$ cat config.mk
export PLATFORM = sky130hd
export DESIGN_NAME = rst_ctrl
export DESIGN_NICKNAME = d
export VERILOG_FILES = /design/src/rtl/router_pkg.sv /design/src/rtl/clk_rst.sv /design/src/rtl/rst_sync.sv /design/src/rtl/rst_ctrl.sv
export SDC_FILE = /design/constraint.sdc
export NUM_CORES = 1
export LEC_CHECK = 0
export CORE_AREA = 5 5 42 44
export CTS_BUF_LIST = sky130_fd_sc_hd__clkbuf_2
export CTS_CLUSTER_DIAMETER = 80
export DETAILED_ROUTE_END_ITERATION = 6
export DIE_AREA = 0 0 47 49
export GPL_TIMING_DRIVEN = 1
export PLACE_DENSITY_LB_ADDON = 0.08
export REMOVE_ABC_BUFFERS = 1
export SLEW_MARGIN = 15
export SYNTH_ARGS = -nofsm -noshare
export SYNTH_HDL_FRONTEND = slang
export SYNTH_HIERARCHICAL = 1
export SYNTH_SLANG_ARGS = --single-unit
$ cat constraint.sdc
create_clock -name CLK -period 2.1 [get_ports CLK]
set_clock_uncertainty 0.1 [all_clocks]
set_input_delay 0.315 -clock CLK [delete_from_list [all_inputs] [get_ports CLK]]
set_output_delay 0.315 -clock CLK [all_outputs]
set_load 0.02 [all_outputs]
$ cat src/rtl/router_pkg.sv
// Shared types and defaults for the reset controller.
// States, default parameters.
package router_pkg;

    typedef enum logic [2:0] {
        ST_RESET,
        ST_HOLD,
        ST_RUN,
        ST_SOFT,
        ST_ACK
    } rst_state_t;

    localparam int RST_SYNC_STAGES_DEF = 2;
    localparam int RST_HOLD_CYCLES_DEF = 16;

endpackage

$ cat src/rtl/clk_rst.sv
// Clock/reset bundle handed to downstream logic.
// The source side drives everything.
interface clk_rst;

    logic clk;
    logic arst;
    logic arst_n;
    logic srst;
    logic srst_n;

    modport source (
        output clk,
        output arst,
        output arst_n,
        output srst,
        output srst_n
    );

    modport sink (
        input clk,
        input arst,
        input arst_n,
        input srst,
        input srst_n
    );

endinterface

$ cat src/rtl/rst_sync.sv
// Async-set reset synchroniser chain.
// Output stays high while any stage is still set.
module rst_sync #(
    parameter int STAGES = 2
) (
    input  logic clk_i,
    input  logic arst_i,
    output logic sync_o
);

    logic [STAGES-1:0] ff_q;

    always_ff @(posedge clk_i or posedge arst_i) begin
        if (arst_i) begin
            ff_q <= '1;
        end else begin
            ff_q <= {ff_q[STAGES-2:0], 1'b0};
        end
    end

    assign sync_o = |ff_q;

endmodule

$ cat src/rtl/rst_ctrl.sv
// Reset sequencer: power-on hold, soft-reset handshake,
// and the core reset bundle (async and sync flavours).
module rst_ctrl
    import router_pkg::*;
#(
    parameter int SYNC_STAGES = RST_SYNC_STAGES_DEF,
    parameter int HOLD_CYCLES = RST_HOLD_CYCLES_DEF
) (
    input  logic CLK,
    input  logic ARST,
    input  logic SW_RST_REQ,
    output logic SW_RST_ACK,
    output logic CORE_ARST,
    output logic CORE_ARSTn,
    output logic CORE_SRST,
    output logic CORE_SRSTn,
    output logic RST_DONE
);

    localparam int CW = $clog2(HOLD_CYCLES + 1);
    localparam logic [CW-1:0] LAST = CW'(HOLD_CYCLES - 1);

    clk_rst u_cr ();

    logic       sync_rst;
    rst_state_t state_q, state_d;
    logic [CW-1:0] cnt_q, cnt_d;
    logic       arst_q, arst_d;
    logic       srst_q, srst_d;
    logic       ack_q, ack_d;
    logic       done_q, done_d;

    rst_sync #(
        .STAGES (SYNC_STAGES)
    ) u_sync (
        .clk_i  (u_cr.clk),
        .arst_i (ARST),
        .sync_o (sync_rst)
    );

    always_comb begin
        state_d = state_q;
        cnt_d   = '0;
        unique case (state_q)
            ST_RESET: begin
                if (!sync_rst) state_d = ST_HOLD;
            end
            ST_HOLD: begin
                if (cnt_q == LAST) state_d = ST_RUN;
                else cnt_d = cnt_q + 1'b1;
            end
            ST_RUN: begin
                if (SW_RST_REQ) state_d = ST_SOFT;
            end
            ST_SOFT: begin
                if (cnt_q == LAST) state_d = ST_ACK;
                else cnt_d = cnt_q + 1'b1;
            end
            ST_ACK: begin
                if (!SW_RST_REQ) state_d = ST_RUN;
            end
            default: state_d = ST_RESET;
        endcase
    end

    // Outputs are registered decodes of the next state.
    always_comb begin
        arst_d = (state_d == ST_RESET) || (state_d == ST_HOLD);
        srst_d = arst_d || (state_d == ST_SOFT);
        ack_d  = (state_d == ST_ACK);
        done_d = (state_d == ST_RUN);
    end

    always_ff @(posedge CLK or posedge ARST) begin
        if (ARST) begin
            state_q <= ST_RESET;
            cnt_q   <= '0;
            arst_q  <= 1'b1;
            srst_q  <= 1'b1;
            ack_q   <= 1'b0;
            done_q  <= 1'b0;
        end else begin
            state_q <= state_d;
            cnt_q   <= cnt_d;
            arst_q  <= arst_d;
            srst_q  <= srst_d;
            ack_q   <= ack_d;
            done_q  <= done_d;
        end
    end

    assign u_cr.clk    = CLK;
    assign u_cr.arst   = arst_q;
    assign u_cr.arst_n = ~arst_q;
    assign u_cr.srst   = srst_q;
    assign u_cr.srst_n = ~srst_q;

    assign CORE_ARST  = u_cr.arst;
    assign CORE_ARSTn = u_cr.arst_n;
    assign CORE_SRST  = u_cr.srst;
    assign CORE_SRSTn = u_cr.srst_n;
    assign SW_RST_ACK = ack_q;
    assign RST_DONE   = done_q;

endmodule

==> out/qor.csv, run 1 <==
stage,metric,value,unit
status,status,"complete, no violations",
floorplanning,io pins,9,
cells_and_area,most frequent cells in the layout,"dfrtp_1 (10), clkdlybuf4s50_1 (8), nor2_1 (5), inv_1 (5)",
cells_and_area,Finished Layout Cells,84,
sta,maximum clock frequency,550,MHz
critical_path,depth of the most critical reg-to-reg path,4,
routing,1st-iter DRT viols,6,
cells_and_area,final net count,73,
logic_synthesis,"Top FF cell, synth",dfrtp_1,
critical_path,CP Max Fanout,2,
logic_synthesis,Post-Synthesis Cells,57,
grt,vias in the first global route,372,
floorplanning,# rows,14,
floorplanning,Die W,47,um
clock_network,"CTS clk-pin slew, worst paths",140,ps
grt,GRT Resource Usage Total,10.5,%
placed_design,GP Congestion,0.730,
floorplanning,Die Height,49,um
clock_network,post_cts resized,0,
cells_and_area,share of cells above drive strength 1,14.7,%
clock_network,CTS max path bufs,2,
logic_synthesis,"Async S/R FF share, synth",100,%
routing,total wire length,968,um
critical_path,WP depth,1,
routing,DR pass1 iterations,4,
sta,min Tclk post-route,1820,ps
pwr,Static Leakage,0.350,nW
critical_path,Setup CP Type,reg -> out,
logic_synthesis,YS warnings,6,
floorplanning,Core Box Area,1400,um2
logic_synthesis,Mapped Avg Cell Area,10.7,um2
min_path,type of the worst min-delay path,in -> async,
cells_and_area,fin area,726,um2
critical_path,delay of the slowest critical-path stage,590,ps
routing,antenna-violating nets left,0,
grt,global-route wire length before repair,1.68,mm
routing,DR DRC count,0,
critical_path,Crit-path slowest cell,clkdlybuf4s50_1,
grt,Congestion Overflow GR,0,
critical_path,crit path DAT,1400,ps
clock_network,clk_lat worst skew,280,ps
placed_design,HPWL after DPL,744,um
clock_network,CTS Root Cell,clkbuf_2,
grt,initial antenna violation count,0,
logic_synthesis,post-synth top area share,41.1,%
critical_path,WP data required,1680,ps
sta,Slew Limit Fails,0,
pwr,pwr dens,1210,nW/um2
grt,largest net degree at the start of global routing,13,
clock_network,"Setup Fix Bufs, Post-CTS",0,
clock_network,CTS Hold Bufs,0,
clock_network,CTS buffer count,3,
flow_run,Max-cap violations,0,
cells_and_area,ANT cells,0,
clock_network,CTS tree,done,
clock_network,clock sink total,14,
placed_design,placed cell area,706,um2
clock_network,H-tree levels,1,
pwr,VDD IR-drop max,0.000437,V
sta,period utilisation layout,86.6,%
logic_synthesis,number of synthesized flops with an enable pin,0,
sta,# setup viols final,0,
critical_path,Worst Setup Start Kind,register,
routing,Vias,410,
sta,TNS Setup,0,ps
logic_synthesis,synth top area cells,"dfrtp_1 (41%), dfstp_2 (17%), nor3b_1 (3.7%), inv_1 (3.1%), nor2_1 (3.1%)",
logic_synthesis,#FFs+latches synth,14,
critical_path,"Cell Chain, Critical Path",clkdlybuf4s50_1,
logic_synthesis,dominant cell type by area after synthesis,dfrtp_1,
sta,Final Hold Fails,0,
critical_path,Worst path top cell family by delay,buffers and inverters,
logic_synthesis,"Distinct cells, synth",25,
logic_synthesis,sequential share of the synthesized area,58.3,%
cells_and_area,Area Growth Syn to Fin,19.1,%
placed_design,Cells after DPL,80,
logic_synthesis,synthesized cell area,609,um2
critical_path,WP buf/inv,1,
pwr,total power,876,uW
critical_path,CP endpoint kind,primary output,
sta,RSZ-0062 raised after global routing,false,
floorplanning,Die ar.,2300,um2
cells_and_area,"most common cell after layout, fill and taps aside",dfrtp_1,
floorplanning,Starting Density,43.5,%
routing,DR WL/cell,11.5,um
routing,via/cell ratio,4.88,
placed_design,Port Buffers,8,
[routing by layer]
layer  vias to the layer above  global-route usage, %  wire (um)
met1                       186                   14.9        475
met3                         3                   3.32         54
li1                        211                      -          -
met2                        10                   12.4        408
met4                         0                   8.29         29
met5                         -                      0          0
[synthesized netlist by cell type, types with 2 or more instances]
cell type / count
dfrtp_1: 10
inv_1: 5
nor2_1: 5
dfstp_2: 4
nand2_1: 3
nor3_1: 3
nor3b_1: 3
a21oi_1: 2
a22o_1: 2
and2_1: 2
nand2b_1: 2
nor2b_1: 2
o21ai_0: 2
[area by class of cell]
class	instances	area, um2
fill	143	676
inverter	5	18.8
timing repair buffer	8	80.1
clock buffer	4	20.0
tap	16	20.0
multi-input combinational	37	231
sequential	14	355
[flip-flops by register name (all words and copies together), names as in the netlist]
signal and cells:
RST_DONE 1, CORE_ARST 1, u_sync/ff_q 2, cnt_q 5, state_q 3, SW_RST_ACK 1, CORE_SRST 1
[cells by family (layout without fill, tap and decap cells)]
logic type	count (synthesis)	count (layout)	share of synthesized area, %
fa+ha+maj	1	1	2.05
xor+xnor	2	2	2.88
other cells	1	1	0.615
compound gates	7	7	7.19
buf+inv	6	17	3.70
flops	14	14	58.3
simple gates	26	26	25.3
[stage by stage]
stage / util [%] / worst slack [ps] / hold WS (ps)
floorplan: - / 526 / 78.3
global placement: 50.4 / 446 / 254
detailed placement: 50.4 / 434 / 254
CTS: 51.8 / 257 / 260
global route: 51.8 / 215 / 270
finish: 51.8 / 282 / 264
[report_power, final]
group | leakage, nW | internal, mW | switching, mW
clock | 0.0166 | 0.0505 | 0.0839
combinational | 0.167 | 0.162 | 0.152
sequential | 0.167 | 0.356 | 0.0715
total | 0.350 | 0.568 | 0.308
[final timing paths]
check | from | to | slack, ps
min in group CLK | u_sync/ff_q[0]$_DFF_PP1_ | u_sync/ff_q[1]$_DFF_PP1_ | 270
hold reg to reg | u_sync/ff_q[0]$_DFF_PP1_ | u_sync/ff_q[1]$_DFF_PP1_ | 270
max in group asynchronous | ARST | CORE_ARST$_DFF_PP1_ | 1270
setup reg to reg | cnt_q[0]$_DFF_PP0_ | state_q[1]$_DFF_PP0_ | 410
setup / recovery | CORE_SRST$_DFF_PP1_ | CORE_SRST | 280
hold / removal | ARST | state_q[0]$_DFF_PP0_ | 260
No activity file was read; power rests on OpenSTA's default activity.
==> run 2, diff against run 1 <==
DONT_BUFFER_PORTS = 1   (was not set)
PLACE_DENSITY_LB_ADDON = not set   (was 0.08)
==> run 2 against run 1 <==
  * Sequential power up 8.6%
  * Design area shrank 9.8%
  * Combinational power shrank 33%
  * Critical endpoint is now state_q[1]$_DFF_PP0_
  * Non-clock buffer count decreased by 7
  * Largest cell class unchanged
  * First-iteration DRC count down 17%
  * Core utilization is 5.1 points lower
  * Via count decreased by 3.4%
  * Hold slack worse by 190 ps
  * Highest routed layer unchanged
==> out/qor.csv, run 2 (synthesized netlist as in run 1, its figures left out) <==
stage,metric,value,unit,change
status,status,"complete, no violations",,unchanged
critical_path,Worst Setup Start Kind,register,,unchanged
routing,DR pass1 iterations,6,,was 4
floorplanning,io pins,9,,unchanged
routing,DR DRC count,0,,unchanged
cells_and_area,most frequent cells in the layout,"dfrtp_1 (10), nor2_1 (5), inv_1 (5)",,"was dfrtp_1 (10), clkdlybuf4s50_1 (8), nor2_1 (5), inv_1 (5)"
cells_and_area,Multi-input gate area,231,um2,unchanged
sta,Final Hold Fails,0,,unchanged
min_path,Worst Hold Launch,SW_RST_REQ,,
clock_network,CTS tree,done,,unchanged
cells_and_area,Reg area,355,um2,unchanged
clock_network,CTS Hold Bufs,1,,was 0
routing,via/cell ratio,5.14,,was 4.88
routing,DR WL/cell,12.9,um,was 11.5 um
min_path,type of the worst min-delay path,in -> reg,,was in -> async
flow_run,Max-cap violations,0,,unchanged
clock_network,"Setup Fix Bufs, Post-CTS",0,,unchanged
clock_network,post_cts resized,0,,unchanged
cells_and_area,share of cells above drive strength 1,14.8,%,was 14.7%
floorplanning,# rows,14,,unchanged
cells_and_area,final net count,66,,was 73
critical_path,r2r startpoint,cnt_q[0]$_DFF_PP0_,,unchanged
clock_network,clk_lat worst skew,270,ps,was 280 ps
sta,# setup viols final,0,,unchanged
grt,vias in the first global route,372,,unchanged
grt,GRT Resource Usage Total,10.2,%,was 10.5%
routing,1st-iter DRT viols,5,,was 6
sta,period utilisation layout,80.6,%,was 86.6%
floorplanning,Die W,47,um,unchanged
critical_path,"Cell Chain, Critical Path",ha_1 -> nand4b_2 -> nor2b_1 -> or4_1,,was clkdlybuf4s50_1
clock_network,CTS buffer count,3,,unchanged
critical_path,CP endpoint kind,register,,was primary output
critical_path,delay of the slowest critical-path stage,520,ps,was 590 ps
min_path,WHS Path Cells,1,,
critical_path,reg-to-reg critical path endpoint,state_q[1]$_DFF_PP0_,,unchanged
pwr,Static Leakage,0.321,nW,was 0.350 nW
clock_network,clock sink total,14,,unchanged
cells_and_area,Area Growth Syn to Fin,7.39,%,was 19.1%
clock_network,CTS max path bufs,2,,unchanged
clock_network,CTS Root Cell,clkbuf_2,,unchanged
cells_and_area,max reg flops,5,,unchanged
cells_and_area,"most common cell after layout, fill and taps aside",dfrtp_1,,unchanged
routing,Vias,396,,was 410
clock_network,H-tree levels,1,,unchanged
routing,antenna-violating nets left,0,,unchanged
grt,global-route wire length before repair,1.66,mm,was 1.68 mm
sta,RSZ-0062 raised after global routing,false,,unchanged
placed_design,Cells after DPL,72,,was 80
sta,maximum clock frequency,591,MHz,was 550 MHz
cells_and_area,Biggest register,cnt_q,,unchanged
critical_path,flop-to-flop setup slack,410,ps,about the same
placed_design,Port Buffers,0,,was 8
placed_design,HPWL after DPL,712,um,was 744 um
cells_and_area,Finished Layout Cells,77,,was 84
critical_path,Crit-path slowest cell,or4_1,,was clkdlybuf4s50_1
cells_and_area,fillcell total,134,,was 143
pwr,pwr dens,1230,nW/um2,was 1210 nW/um2
sta,Slew Limit Fails,0,,unchanged
floorplanning,Die ar.,2300,um2,unchanged
sta,min Tclk post-route,1690,ps,was 1820 ps
grt,initial antenna violation count,0,,unchanged
critical_path,CP Max Fanout,5,,was 2
critical_path,depth of the most critical reg-to-reg path,4,,unchanged
cells_and_area,Largest regs,"cnt_q: 5 flops, state_q: 3 flops, u_sync/ff_q: 2 flops",,unchanged
grt,Congestion Overflow GR,0,,unchanged
critical_path,crit path DAT,1750,ps,was 1400 ps
cells_and_area,ANT cells,0,,unchanged
floorplanning,Starting Density,43.5,%,unchanged
routing,total wire length,997,um,was 968 um
floorplanning,Core Box Area,1400,um2,unchanged
floorplanning,Die Height,49,um,unchanged
critical_path,Setup CP Type,reg -> reg,,was reg -> out
sta,TNS Setup,0,ps,unchanged
grt,largest net degree at the start of global routing,13,,unchanged
placed_design,GP Congestion,0.750,,was 0.730
min_path,Worst Hold Path EP,SW_RST_ACK$_DFF_PP0_,,
critical_path,CP startpoint,cnt_q[0]$_DFF_PP0_,,was CORE_SRST$_DFF_PP1_
clock_network,"CTS clk-pin slew, worst paths",130,ps,was 140 ps
pwr,VDD IR-drop max,0.000502,V,was 0.000437 V
critical_path,WP data required,2160,ps,was 1680 ps
[run 2: cell types whose count changed in the layout (fill, tap and decap cells not counted)]
| cell | before | now |
|---|---|---|
| clkinv_1 | 0 | 1 |
| clkbuf_2 | 4 | 3 |
| dlygate4sd3_1 | 0 | 1 |
| clkdlybuf4s50_1 | 8 | 0 |
[run 2: cell type report]
type                       instances  area share (%)
clock buffer                       3            2.29
multi-input combinational         37            35.4
inverter                           5            2.87
sequential                        14            54.3
tap                               16            3.06
clock inverter                     1           0.574
timing repair buffer               1            1.53
[run 2: worst max path at each step]
| stage | to | slack (ps) |
|---|---|---|
| floorplan | state_q[1]$_DFF_PP0_ | 530 |
| global placement | state_q[1]$_DFF_PP0_ | 490 |
| detailed placement | state_q[1]$_DFF_PP0_ | 420 |
| CTS | state_q[1]$_DFF_PP0_ | 400 |
| global route | state_q[1]$_DFF_PP0_ | 320 |
| finish | state_q[1]$_DFF_PP0_ | 410 |
[run 2: power breakdown]
group / internal, mW / total [mW] / leakage [nW] / switching [mW]
Clock: 0.0414 / 0.126 / 0.0140 / 0.0848
Combinational: 0.0977 / 0.211 / 0.141 / 0.114
Sequential: 0.358 / 0.465 / 0.167 / 0.107
Total: 0.497 / 0.803 / 0.321 / 0.306
[run 2: metrics by stage]
stage                     setup WS [ps]  hold WS [ps]  total power, mW  util, %  area, um2
after floorplan                     526          78.3            0.631        -        606
after global placement              491           133            0.680     44.6        626
after detailed placement            424           137            0.683     44.6        626
after CTS                           405          68.2            0.812     46.7        654
after global routing                320          70.5            0.862     46.7        654
final                               408          71.0            0.803     46.7        654
[run 2: critical path, delay by kind of cell (launching register included)]
| family | cells | cell delay (ps) |
|---|---|---|
| and+or+nand+nor | 3 | 870 |
| DFF | 1 | 390 |
| adders and majority gates | 1 | 220 |
[run 2: per-layer routing]
| metal | vias to the layer above | part of all wire [%] | GRT usage (%) | wire length (um) |
|---|---|---|---|---|
| li1 | 196 | - | - | - |
| met4 | 0 | 1.5 | 6.91 | 15 |
| met2 | 8 | 46 | 13.6 | 462 |
| met3 | 4 | 3.7 | 2.21 | 37 |
| met1 | 188 | 48 | 14.1 | 481 |
| met5 | - | 0 | 0 | 0 |
==> run 3, diff against run 2 <==
clock period = 1.6 ns   (was 2.1 ns; I/O delays follow)
==> run 3 against run 2 <==
  * Core utilization rose by 4.5 points
  * Maximum frequency is 14% higher
  * Die area did not move
  * Count of clock-buffer cells in the layout stayed put
  * Largest power group unchanged
  * Critical path type unchanged
  * Clock power is 25% higher
  * Combinational power is 80% higher
  * Sequential power rose by 29%
  * First-iteration DRC count is 60% lower
  * Non-clock buffer count grew 7
  * Via count rose by 7.8%
  * Critical path depth stayed put
  * Sequential cell count stayed put
==> out/qor.csv, run 3 (synthesized netlist as in run 1, its figures left out) <==
stage,metric,value,unit,change
status,status,"complete, no violations",,unchanged
critical_path,r2r startpoint,cnt_q[1]$_DFF_PP0_,,was cnt_q[0]$_DFF_PP0_
placed_design,HPWL after DPL,759,um,was 712 um
cells_and_area,final net count,73,,was 66
cells_and_area,Largest regs,"cnt_q: 5 flops, state_q: 3 flops, u_sync/ff_q: 2 flops",,unchanged
clock_network,CTS tree,done,,unchanged
sta,maximum clock frequency,673,MHz,was 591 MHz
sta,# setup viols final,0,,unchanged
floorplanning,Die ar.,2300,um2,unchanged
critical_path,Worst Setup Start Kind,register,,unchanged
critical_path,reg-to-reg critical path endpoint,state_q[1]$_DFF_PP0_,,unchanged
cells_and_area,Biggest register,cnt_q,,unchanged
placed_design,GP Congestion,0.756,,was 0.750
critical_path,crit path DAT,1550,ps,was 1750 ps
sta,Final WS setup,114,ps,was 408 ps
routing,DR DRC count,0,,unchanged
critical_path,"Cell Chain, Critical Path",ha_2 -> nand4b_4 -> nor3_1 -> or4_1,,was ha_1 -> nand4b_2 -> nor2b_1 -> or4_1
critical_path,CP Max Fanout,4,,was 5
cells_and_area,Finished Layout Cells,83,,was 77
pwr,VDD IR-drop max,0.000772,V,was 0.000502 V
min_path,WHS Path Cells,2,,was 1
routing,1st-iter DRT viols,2,,was 5
placed_design,Cells after DPL,75,,was 72
flow_run,Max-cap violations,0,,unchanged
pwr,Static Leakage,0.360,nW,was 0.321 nW
clock_network,clk_lat worst skew,280,ps,was 270 ps
routing,DR pass1 iterations,4,,was 6
floorplanning,Core Box Area,1400,um2,unchanged
cells_and_area,final core occ,51.2,%,was 46.7%
cells_and_area,ANT cells,0,,unchanged
critical_path,WP buf/inv,0,,unchanged
sta,Final Hold Fails,0,,unchanged
critical_path,CP endpoint kind,register,,unchanged
floorplanning,Die W,47,um,unchanged
grt,global-route wire length before repair,1.77,mm,was 1.66 mm
grt,GRT Resource Usage Total,11.0,%,was 10.2%
sta,RSZ-0062 raised after global routing,false,,unchanged
critical_path,Setup CP Type,reg -> reg,,unchanged
routing,Vias,427,,was 396
cells_and_area,fillcell total,136,,was 134
sta,min Tclk post-route,1490,ps,was 1690 ps
cells_and_area,share of cells above drive strength 1,23.9,%,was 14.8%
critical_path,flop-to-flop setup slack,110,ps,was 410 ps
placed_design,post-place setup slack,14.4,ps,was 424 ps
cells_and_area,"most common cell after layout, fill and taps aside",dfrtp_1,,unchanged
floorplanning,Die Height,49,um,unchanged
min_path,Worst Hold Path EP,CORE_SRST$_DFF_PP1_,,was SW_RST_ACK$_DFF_PP0_
cells_and_area,Area Growth Syn to Fin,17.7,%,was 7.39%
clock_network,CTS buffer count,3,,unchanged
sta,period utilisation layout,92.9,%,was 80.6%
grt,initial antenna violation count,0,,unchanged
clock_network,H-tree levels,1,,unchanged
sta,worst hold slack,62.9,ps,was 71.0 ps
clock_network,clock sink total,14,,unchanged
floorplanning,io pins,9,,unchanged
routing,antenna-violating nets left,0,,unchanged
min_path,Worst Hold Launch,SW_RST_REQ,,unchanged
placed_design,Port Buffers,0,,unchanged
cells_and_area,max reg flops,5,,unchanged
clock_network,CTS max path bufs,2,,unchanged
clock_network,"CTS clk-pin slew, worst paths",120,ps,was 130 ps
sta,Slew Limit Fails,0,,unchanged
grt,vias in the first global route,412,,was 372
routing,DR WL/cell,12.5,um,was 12.9 um
routing,total wire length,1.04,mm,was 997 um
critical_path,delay of the slowest critical-path stage,500,ps,was 520 ps
min_path,type of the worst min-delay path,in -> reg,,unchanged
cells_and_area,most frequent cells in the layout,"dfrtp_1 (10), buf_4 (6), nor2_1 (5), inv_1 (5), dfstp_2 (4)",,"was dfrtp_1 (10), nor2_1 (5), inv_1 (5)"
floorplanning,Starting Density,43.5,%,unchanged
clock_network,CTS Root Cell,clkbuf_2,,unchanged
critical_path,Worst path top cell family by delay,simple AND/OR/NAND/NOR gates,,unchanged
critical_path,WP data required,1660,ps,was 2160 ps
critical_path,depth of the most critical reg-to-reg path,4,,unchanged
critical_path,WP depth,4,,unchanged
floorplanning,# rows,14,,unchanged
grt,largest net degree at the start of global routing,13,,unchanged
critical_path,Crit-path slowest cell,or4_1,,unchanged
pwr,pwr dens,1590,nW/um2,was 1230 nW/um2
routing,via/cell ratio,5.14,,about the same
sta,TNS Setup,0,ps,unchanged
grt,Congestion Overflow GR,0,,unchanged
-- run 3: cell count changes in the layout (fill, tap and decap cells not counted) --
cell,before,now
buf_4,0,6
clkinv_1,1,0
dlygate4sd3_1,1,2
ha_1,1,0
ha_2,0,1
nand4b_2,1,0
nand4b_4,0,1
-- run 3: power by group --
| group | internal [mW] | switching (mW) |
|---|---|---|
| clock | 0.0511 | 0.106 |
| sequential | 0.470 | 0.130 |
| combinational | 0.195 | 0.185 |
| total | 0.716 | 0.421 |
-- run 3: metal layers --
layer | wire [um] | track usage [%] | vias up
met5 | 0 | 0 | -
met4 | 35 | 8.29 | 0
met3 | 35 | 3.32 | 5
met2 | 468 | 14.9 | 6
met1 | 497 | 14.1 | 208
li1 | - | - | 208
-- run 3: repair_timing --
| item | 4_1_cts | 5_1_grt |
|---|---|---|
| cloned | 0 | 0 |
| hold endpoints to repair | 14 | 0 |
| pin swaps | 0 | 2 |
| resized for setup | 0 | 2 |
| endpoints found under the setup margin | 1 | 1 |
| buffers inserted | 1 | 2 |
| hold buffers | 2 | 0 |
-- run 3: stage by stage --
step | power, mW | instance area, um2
after floorplan | 0.828 | 606
after global placement | 0.923 | 648
after detailed placement | 0.935 | 648
after CTS | 1.11 | 691
after global routing | 1.23 | 717
final | 1.14 | 717
-- run 3: how the worst max path moves through the flow --
stage	end	startpoint	slack [ps]
after global routing	state_q[1]$_DFF_PP0_	cnt_q[0]$_DFF_PP0_	70
after detailed placement	state_q[1]$_DFF_PP0_	cnt_q[0]$_DFF_PP0_	10
final	state_q[1]$_DFF_PP0_	cnt_q[1]$_DFF_PP0_	110
after floorplan	state_q[1]$_DFF_PP0_	cnt_q[0]$_DFF_PP0_	30
after CTS	state_q[1]$_DFF_PP0_	cnt_q[1]$_DFF_PP0_	20
after global placement	state_q[1]$_DFF_PP0_	cnt_q[0]$_DFF_PP0_	60
-- run 3: layout make-up --
type                       count  area [um2]  area share [%]
tap                           16        20.0            2.79
multi-input combinational     37         243            33.9
sequential                    14         355            49.6
clock buffer                   3        15.0            2.09
inverter                       5        18.8            2.62
timing repair buffer           8        65.1            9.08
